## config.mk

```make
export PLATFORM = sky130hd
export DESIGN_NAME = dmem_bytelane_flat
export DESIGN_NICKNAME = d
export VERILOG_FILES = /design/src/rtl/dmem_bytelane_if.sv /design/src/rtl/dmem_bytelane.sv /design/src/flat_wrapper.sv
export SDC_FILE = /design/constraint.sdc
export NUM_CORES = 2
export LEC_CHECK = 0
export CAP_MARGIN = 20
export CORE_AREA = 2 2 344 346
export CTS_BUF_LIST = sky130_fd_sc_hd__clkbuf_2 sky130_fd_sc_hd__clkbuf_4 sky130_fd_sc_hd__clkbuf_8
export DETAILED_ROUTE_END_ITERATION = 7
export DIE_AREA = 0 0 346 348
export SYNTH_ARGS = -nofsm -noshare
export SYNTH_HDL_FRONTEND = slang
export SYNTH_SLANG_ARGS = --single-unit
```

## constraint.sdc

```tcl
create_clock -name clk -period 4.5 [get_ports clk]
set_input_delay 0.9 -clock clk [delete_from_list [all_inputs] [get_ports clk]]
set_output_delay 0.9 -clock clk [all_outputs]
set_load 0.05 [all_outputs]
```

## src/rtl/dmem_bytelane_if.sv

```systemverilog
// Functional and debug access bundle for dmem_bytelane.
// The master drives requests; the slave (memory) returns registered data and status.
interface dmem_bytelane_if;
  logic        Debug_on;
  logic [1:0]  read_write;
  logic [1:0]  size;
  logic        load_unsigned;
  logic [31:0] inAddress;
  logic [31:0] inWriteData;
  logic [31:0] Debug_read_mem;
  logic [31:0] outData;
  logic [31:0] outMemDebug;
  logic        ready;
  logic        fault;

  modport master (
    output Debug_on, read_write, size, load_unsigned,
           inAddress, inWriteData, Debug_read_mem,
    input  outData, outMemDebug, ready, fault
  );

  modport slave (
    input  Debug_on, read_write, size, load_unsigned,
           inAddress, inWriteData, Debug_read_mem,
    output outData, outMemDebug, ready, fault
  );
endinterface

```

## src/rtl/dmem_bytelane.sv

```systemverilog
// Byte-lane data memory with post-reset clear, alignment/range fault
// detection and a side debug read port. All state moves on the falling edge.
module dmem_bytelane #(
  parameter int unsigned DEPTH = 32,
  parameter int unsigned AW    = $clog2(DEPTH)
) (
  input  logic           clk,
  input  logic           rst,
  dmem_bytelane_if.slave bus
);

  typedef enum logic {CLEAR, IDLE} state_t;

  localparam logic [AW-1:0] LAST_IDX = AW'(DEPTH - 1);

  state_t        state, state_nxt;
  logic [AW-1:0] clr_cnt, clr_cnt_nxt;

  logic [31:0]   mem [DEPTH];

  logic          func_active;
  logic          is_write, is_read;
  logic          in_range, aligned, legal;
  logic          wr_en, rd_en, fault_nxt;
  logic [AW-1:0] word_idx;
  logic [3:0]    lane_en;
  logic [31:0]   lane_data;
  logic [3:0]    mem_we;
  logic [AW-1:0] mem_idx;
  logic [31:0]   mem_wdata;
  logic [31:0]   rd_word;
  logic [7:0]    rd_byte;
  logic [15:0]   rd_half;
  logic [31:0]   rd_val;
  logic          dbg_in_range;
  logic [31:0]   dbg_word;

  logic [31:0]   out_data_q;
  logic [31:0]   out_dbg_q;
  logic          fault_q;

  // ---------------- FSM ----------------
  always_ff @(negedge clk or posedge rst) begin
    if (rst) begin
      state   <= CLEAR;
      clr_cnt <= '0;
    end else begin
      state   <= state_nxt;
      clr_cnt <= clr_cnt_nxt;
    end
  end

  always_comb begin
    state_nxt   = state;
    clr_cnt_nxt = clr_cnt;
    case (state)
      CLEAR: begin
        clr_cnt_nxt = clr_cnt + 1'b1;
        if (clr_cnt == LAST_IDX) state_nxt = IDLE;
      end
      IDLE: ;
      default: state_nxt = CLEAR;
    endcase
  end

  // ---------------- access decode ----------------
  always_comb begin
    func_active = (state == IDLE) && !bus.Debug_on;
    is_write    = (bus.read_write == 2'b01);
    is_read     = (bus.read_write == 2'b10);
    in_range    = (bus.inAddress[31:AW+2] == '0);
    case (bus.size)
      2'b00:   aligned = 1'b1;
      2'b01:   aligned = !bus.inAddress[0];
      2'b10:   aligned = (bus.inAddress[1:0] == 2'b00);
      default: aligned = 1'b0;
    endcase
    legal     = aligned && in_range;
    wr_en     = func_active && is_write && legal;
    rd_en     = func_active && is_read && legal;
    fault_nxt = func_active && (is_write || is_read) && !legal;
    word_idx  = bus.inAddress[AW+1:2];
  end

  // Write data is replicated across lanes so the lane enables alone pick the target bytes.
  always_comb begin
    lane_en   = '0;
    lane_data = '0;
    case (bus.size)
      2'b00: begin
        lane_en[bus.inAddress[1:0]] = 1'b1;
        lane_data = {4{bus.inWriteData[7:0]}};
      end
      2'b01: begin
        lane_en   = bus.inAddress[1] ? 4'b1100 : 4'b0011;
        lane_data = {2{bus.inWriteData[15:0]}};
      end
      2'b10: begin
        lane_en   = '1;
        lane_data = bus.inWriteData;
      end
      default: ;
    endcase
  end

  // The clear sequence borrows the single write port while in CLEAR.
  always_comb begin
    if (state == CLEAR) begin
      mem_we    = '1;
      mem_idx   = clr_cnt;
      mem_wdata = '0;
    end else begin
      mem_we    = wr_en ? lane_en : '0;
      mem_idx   = word_idx;
      mem_wdata = lane_data;
    end
  end

  always_ff @(negedge clk) begin
    for (int unsigned k = 0; k < 4; k++) begin
      if (mem_we[k]) mem[mem_idx][8*k +: 8] <= mem_wdata[8*k +: 8];
    end
  end

  // ---------------- read formatting ----------------
  always_comb begin
    rd_word = mem[word_idx];
    case (bus.inAddress[1:0])
      2'b00:   rd_byte = rd_word[7:0];
      2'b01:   rd_byte = rd_word[15:8];
      2'b10:   rd_byte = rd_word[23:16];
      default: rd_byte = rd_word[31:24];
    endcase
    rd_half = bus.inAddress[1] ? rd_word[31:16] : rd_word[15:0];
    case (bus.size)
      2'b00:   rd_val = bus.load_unsigned ? {24'h0, rd_byte}
                                          : {{24{rd_byte[7]}}, rd_byte};
      2'b01:   rd_val = bus.load_unsigned ? {16'h0, rd_half}
                                          : {{16{rd_half[15]}}, rd_half};
      default: rd_val = rd_word;
    endcase
    dbg_in_range = (bus.Debug_read_mem[31:AW] == '0);
    dbg_word     = mem[bus.Debug_read_mem[AW-1:0]];
  end

  // ---------------- output registers ----------------
  always_ff @(negedge clk or posedge rst) begin
    if (rst) begin
      out_data_q <= '0;
      out_dbg_q  <= '0;
      fault_q    <= 1'b0;
    end else begin
      if (rd_en)        out_data_q <= rd_val;
      if (bus.Debug_on) out_dbg_q  <= dbg_in_range ? dbg_word : '0;
      fault_q <= fault_nxt;
    end
  end

  assign bus.outData     = out_data_q;
  assign bus.outMemDebug = out_dbg_q;
  assign bus.fault       = fault_q;
  assign bus.ready       = (state == IDLE);

endmodule

```

## src/flat_wrapper.sv

```systemverilog
// flat-port wrapper written by rule: the top's interface ports become plain ports
module dmem_bytelane_flat 
#(
  parameter int unsigned DEPTH = 32,
  parameter int unsigned AW    = $clog2(DEPTH)
)
  (clk, rst, bus_Debug_on, bus_read_write, bus_size, bus_load_unsigned, bus_inAddress, bus_inWriteData, bus_Debug_read_mem, bus_outData, bus_outMemDebug, bus_ready, bus_fault);
  dmem_bytelane_if bus_i ();
  input  logic clk;
  input  logic rst;
  input wire logic [$bits(bus_i.Debug_on)-1:0] bus_Debug_on;
  input wire logic [$bits(bus_i.read_write)-1:0] bus_read_write;
  input wire logic [$bits(bus_i.size)-1:0] bus_size;
  input wire logic [$bits(bus_i.load_unsigned)-1:0] bus_load_unsigned;
  input wire logic [$bits(bus_i.inAddress)-1:0] bus_inAddress;
  input wire logic [$bits(bus_i.inWriteData)-1:0] bus_inWriteData;
  input wire logic [$bits(bus_i.Debug_read_mem)-1:0] bus_Debug_read_mem;
  output wire logic [$bits(bus_i.outData)-1:0] bus_outData;
  output wire logic [$bits(bus_i.outMemDebug)-1:0] bus_outMemDebug;
  output wire logic [$bits(bus_i.ready)-1:0] bus_ready;
  output wire logic [$bits(bus_i.fault)-1:0] bus_fault;
  assign bus_i.Debug_on = bus_Debug_on;
  assign bus_i.read_write = bus_read_write;
  assign bus_i.size = bus_size;
  assign bus_i.load_unsigned = bus_load_unsigned;
  assign bus_i.inAddress = bus_inAddress;
  assign bus_i.inWriteData = bus_inWriteData;
  assign bus_i.Debug_read_mem = bus_Debug_read_mem;
  assign bus_outData = bus_i.outData;
  assign bus_outMemDebug = bus_i.outMemDebug;
  assign bus_ready = bus_i.ready;
  assign bus_fault = bus_i.fault;
  dmem_bytelane #(.DEPTH(DEPTH), .AW(AW)) u_core (.clk(clk), .rst(rst), .bus(bus_i));
endmodule
```

==> Word-level counts from Yosys, hierarchy flattened <==
Memory sizes are Yosys's and may differ from the RTL's.
Index checks and enable logic that the tools add are counted.
W data, S select, Z words.
{ "word_totals": {"output_inout_bits": 66, "n_memories": 1, "elab_cells": 59, "mem_bits_rw": 1024, "reg_bits": 71} }
{ "classes": {"n_lt_le_gt_ge": 2, "reduce_logical": 17, "mux": 26, "add_sub_neg": 1, "n_eq_ne": 7} }
{ "memory_table": {"columns": ["memory", "depth", "word_bits", "rd", "rd_ports_with_merged_regs", "write_ports", "line_no", "text"], "rows": [
  ["u_core.mem", 32, 32, 2, 0, 1, "dmem_bytelane.sv:19", "logic [31:0] mem [DEPTH];"]
]} }
{ "op_table": {"columns": ["cell", "count"], "rows": [
  ["$mux W32", 4],
  ["$pmux W32 S3", 1],
  ["$pmux W32 S2", 1],
  ["$logic_not A27 Y1", 1],
  ["$logic_not A25 Y1", 1],
  ["$pmux W8 S3", 1],
  ["$mux W16", 1],
  ["$mux W4", 3],
  ["$pmux W4 S3", 1],
  ["$mux W1", 11],
  ["$logic_and A1 B1 Y1", 9],
  ["$eq A2 B1 Y1 const B", 3],
  ["$eq A2 B2 Y1 const B", 3],
  ["$add A5 B1 Y5 const B", 1],
  ["$eq A5 B5 Y1 const B", 1],
  ["$mux W5", 1],
  ["$logic_not A2 Y1", 2],
  ["$logic_not A1 Y1", 3],
  ["$lt A2 B3 Y1 const B", 1],
  ["$pmux W1 S3", 1],
  ["$demux W1 S2", 1],
  ["$ge A2 B1 Y1 const B", 1],
  ["$logic_or A1 B1 Y1", 1]
]} }

==> Logic depth before layout (Yosys ltp) <==
{ "logic_depth": {"word_depth": 9, "mapped_depth": 14, "depth_no_buf": 7} }

==> run_results.csv <==
group,metric,value,unit
run_status,status,"finished with violations",
run_status,violations,"negative setup slack",
place,io_buffers,169,
grt,antenna_found_initial,4,
grt,grt_max_degree,52,
setup_path,cp.required,2.85,ns
setup_path,startpoint,"bus_inAddress[2]",
cts,cts-root-buf,"clkbuf_8",
route,wl_per_cell,30.0,um
route,drcViolationCount,0,
synth,synth_compound_area_share,2.97,%
cts,cts_tree,"built",
synth,synth_top_family_by_area,"multiplexers",
layout,final_common_cell,"inv_1",
layout,drive_above_1_share,42.0,%
synth,synth-adder-area-share,0.0962,%
layout,fin_nets,4565,
floorplan,std_cell_rows,126,
setup_path,critical_path_arrival,3.54,ns
place,place.gp.congestion,0.929,
hold_path,whs_endpoint,"u_core.clr_cnt[2]",
grt,grt_pass1_vias,39000,
synth,synthMuxAreaShare,28.9,%
setup_path,crit_fanout,16,
power_and_ir_drop,vdd_drop_max,0.314,mV
cts,h-tree-depth,4,
setup_path,critical_path_class,"in2reg",
route,firstDrtPassIters,6,
layout,fin_cells,6155,
floorplan,die_y,348,um
floorplan,initial_core_util,44.5,%
synth,yosysWarnings,0,
floorplan,fp.dieW,346,um
setup_path,r2r_start,"u_core.bus.ready",
layout,syn2layout_area_growth,43.7,%
cts,cts.clk_slew.worst_paths,0.05,ns
route,via_count,37300,
synth,yosysSeqAreaShare,62.5,%
setup_path,worst_r2r_endpoint,"u_core.mem[29][5]",
synth,synthesis.nets,2718,
floorplan,core_area,0.117,mm^2
floorplan,io_pins,170,
sta,worst_slew_pin_slew,1.05,ns
job,cap_violations,0,
grt,grt-ovfl-total,0,
synth,synthSimpleGateAreaFrac,2.96,%
synth,ys.flop_type,"edfxtp_1",
sta,fin_skew,0.0920,ns
synth,async_reset_ff_share,6.48,%
place,dp_hpwl,121,mm
grt,grt_pass1_wl,252,mm
setup_path,path_cells,"buf_16, buf_12, mux4_4, mux4_2, mux2_4, nand2b_4, a41o_1, a31oi_4, buf_12, buf_4, o21ai_2",
layout,most-common-layout-cells,"1108 x inv_1, 1024 x edfxtp_1, 577 x mux4_2",
setup_path,critPathCaptureType,"register",
setup_path,cp-start-kind,"input port",
route,drtIter0Drc,4700,
synth,synth_cell_type_count,67,
setup_path,cp_num_buf_inv,4,
sta,hold_violations,0,
setup_path,slowest_delay,0.61,ns
sta,slew_viol_final,0,
cts,cts.path.max_buffers,3,
cts,cts_made_buffers,194,
synth,netlist_area,0.0520,mm^2
place,placedCellCount,4613,
route,vias_per_cell,6.06,
floorplan,die_area,0.120,mm^2
sta,setup_viol,1301,
power_and_ir_drop,p_leak,31.7,nW
synth,ys_ff_latch,1095,
setup_path,r2r_slack,1.15,ns
route,postRouteAntennaNets,0,
hold_path,hold_depth,1,
synth,synth-edff-count,1024,
sta,setup_slack,-0.691,ns
sta,slew_headroom,30.2,%
cts,insertion_delay,0.84,ns
setup_path,cp_common_cell,"buf_12",
hold_path,hp-class,"reg2reg",
setup_path,crit_slowest_cell,"mux4_4",
cts,clock_sinks,1095,
sta,grt_setup_unrepaired,"yes",
hold_path,hold_start,"u_core.clr_cnt[2]",
synth,synthCells,2610,
setup_path,cp_top_family,"multiplexers",
route,routed_wl,185,mm
grt,track_usage,29.2,%
setup_path,r2r_cells,10,
power_and_ir_drop,power_density,372,mW/mm^2
synth,syn_avg_cell_area,19.9,um^2
sta,hold_ws,0.453,ns
synth,synth_xor_area_share,0.0505,%
-- worst max-delay path by stage --
stage	endpoint	slack [ns]	cells past startpoint
2_1_floorplan	u_core.bus.outData[25]	-1.13	11
3_3_place_gp	u_core.bus.outData[29]	-1.86	11
3_5_place_dp	u_core.bus.outData[18]	-1.88	11
4_1_cts	u_core.bus.outData[31]	-0.64	11
5_1_grt	u_core.bus.outData[31]	-0.71	11
6_report	u_core.bus.outData[31]	-0.69	11
-- stage by stage --
| step | worst slack (ns) | utilization [%] | instance area (um^2) | TNS (ns) | total power, mW |
|---|---|---|---|---|---|
| after floorplan | -1.13 | - | 55200 | -891.74 | 14.1 |
| after global placement | -1.86 | 54.4 | 63600 | -2542.14 | 15.1 |
| after detailed placement | -1.88 | 54.4 | 63600 | -2620.88 | 15.1 |
| after CTS | -0.636 | 62.3 | 72900 | -134.11 | 27.8 |
| after global routing | -0.706 | 63.9 | 74800 | -291.11 | 29.3 |
| final | -0.691 | 63.9 | 74800 | -219.31 | 27.8 |
-- power by group --
part | total (mW) | internal, mW | switching, mW
combinational | 2.76 | 1.27 | 1.49
clock | 13.7 | 6.91 | 6.82
sequential | 11.3 | 11.3 | 0.00244
-- area by class of cell --
| class | instances | area, um^2 |
|---|---|---|
| multi-input combinational | 1268 | 20700 |
| tap | 1536 | 1920 |
| clock buffer | 202 | 2740 |
| timing repair buffer | 832 | 11500 |
| inverter | 42 | 165 |
| fill | 8211 | 42200 |
| sequential | 1095 | 32500 |
| antenna | 1 | 2.50 |
| clock inverter | 1179 | 5290 |
-- cell families (layout without fill, tap and decap cells) --
group | Yosys count | in the layout
other | 0 | 1
and+or+nand+nor | 302 | 318
muxes | 719 | 719
adders and majority gates | 4 | 4
buffers and inverters | 263 | 2255
AOI/OAI and AO/OA | 224 | 224
xor gates and xnor gates | 3 | 3
DFF | 1095 | 1095
-- Yosys cell counts (all sizes together) (12+ instances only) --
cell | n | area, um^2
nor4 | 13 | 81.3
o21a | 15 | 113
inv | 43 | 161
a31oi | 12 | 90.1
nor3 | 136 | 681
nor2b | 29 | 181
o22ai | 47 | 350
a21oi | 44 | 220
nor2 | 45 | 169
buf | 97 | 677
mux4 | 608 | 13900
and2 | 17 | 106
a22oi | 23 | 173
o21ai | 34 | 174
edfxtp | 1024 | 30700
nand2 | 26 | 97.6
mux2i | 97 | 1010
clkbuf | 122 | 477
mux2 | 14 | 158
dfrtn | 71 | 1780
-- flip-flops by register name, summed over array words and instances, names as in the netlist --
register,count
u_core.bus.outMemDebug,32
u_core.bus.fault,1
u_core.bus.ready,1
u_core.mem,1024
u_core.clr_cnt,5
u_core.bus.outData,32
-- timing repair --
item,4_1_cts,5_1_grt
buffers inserted,32,85
resized for setup,262,106
hold buffers,0,0
cloned,14,37
pin swaps,103,27
endpoints found under the setup margin,2015,1611
-- routing by layer --
metal  wire length, um  GRT usage (%)
met5                 0              0
met2             90000           45.7
met4              6180           13.3
met3             19400           8.05
met1             68900           38.3
Note: power is estimated with default switching activity, not from simulation.
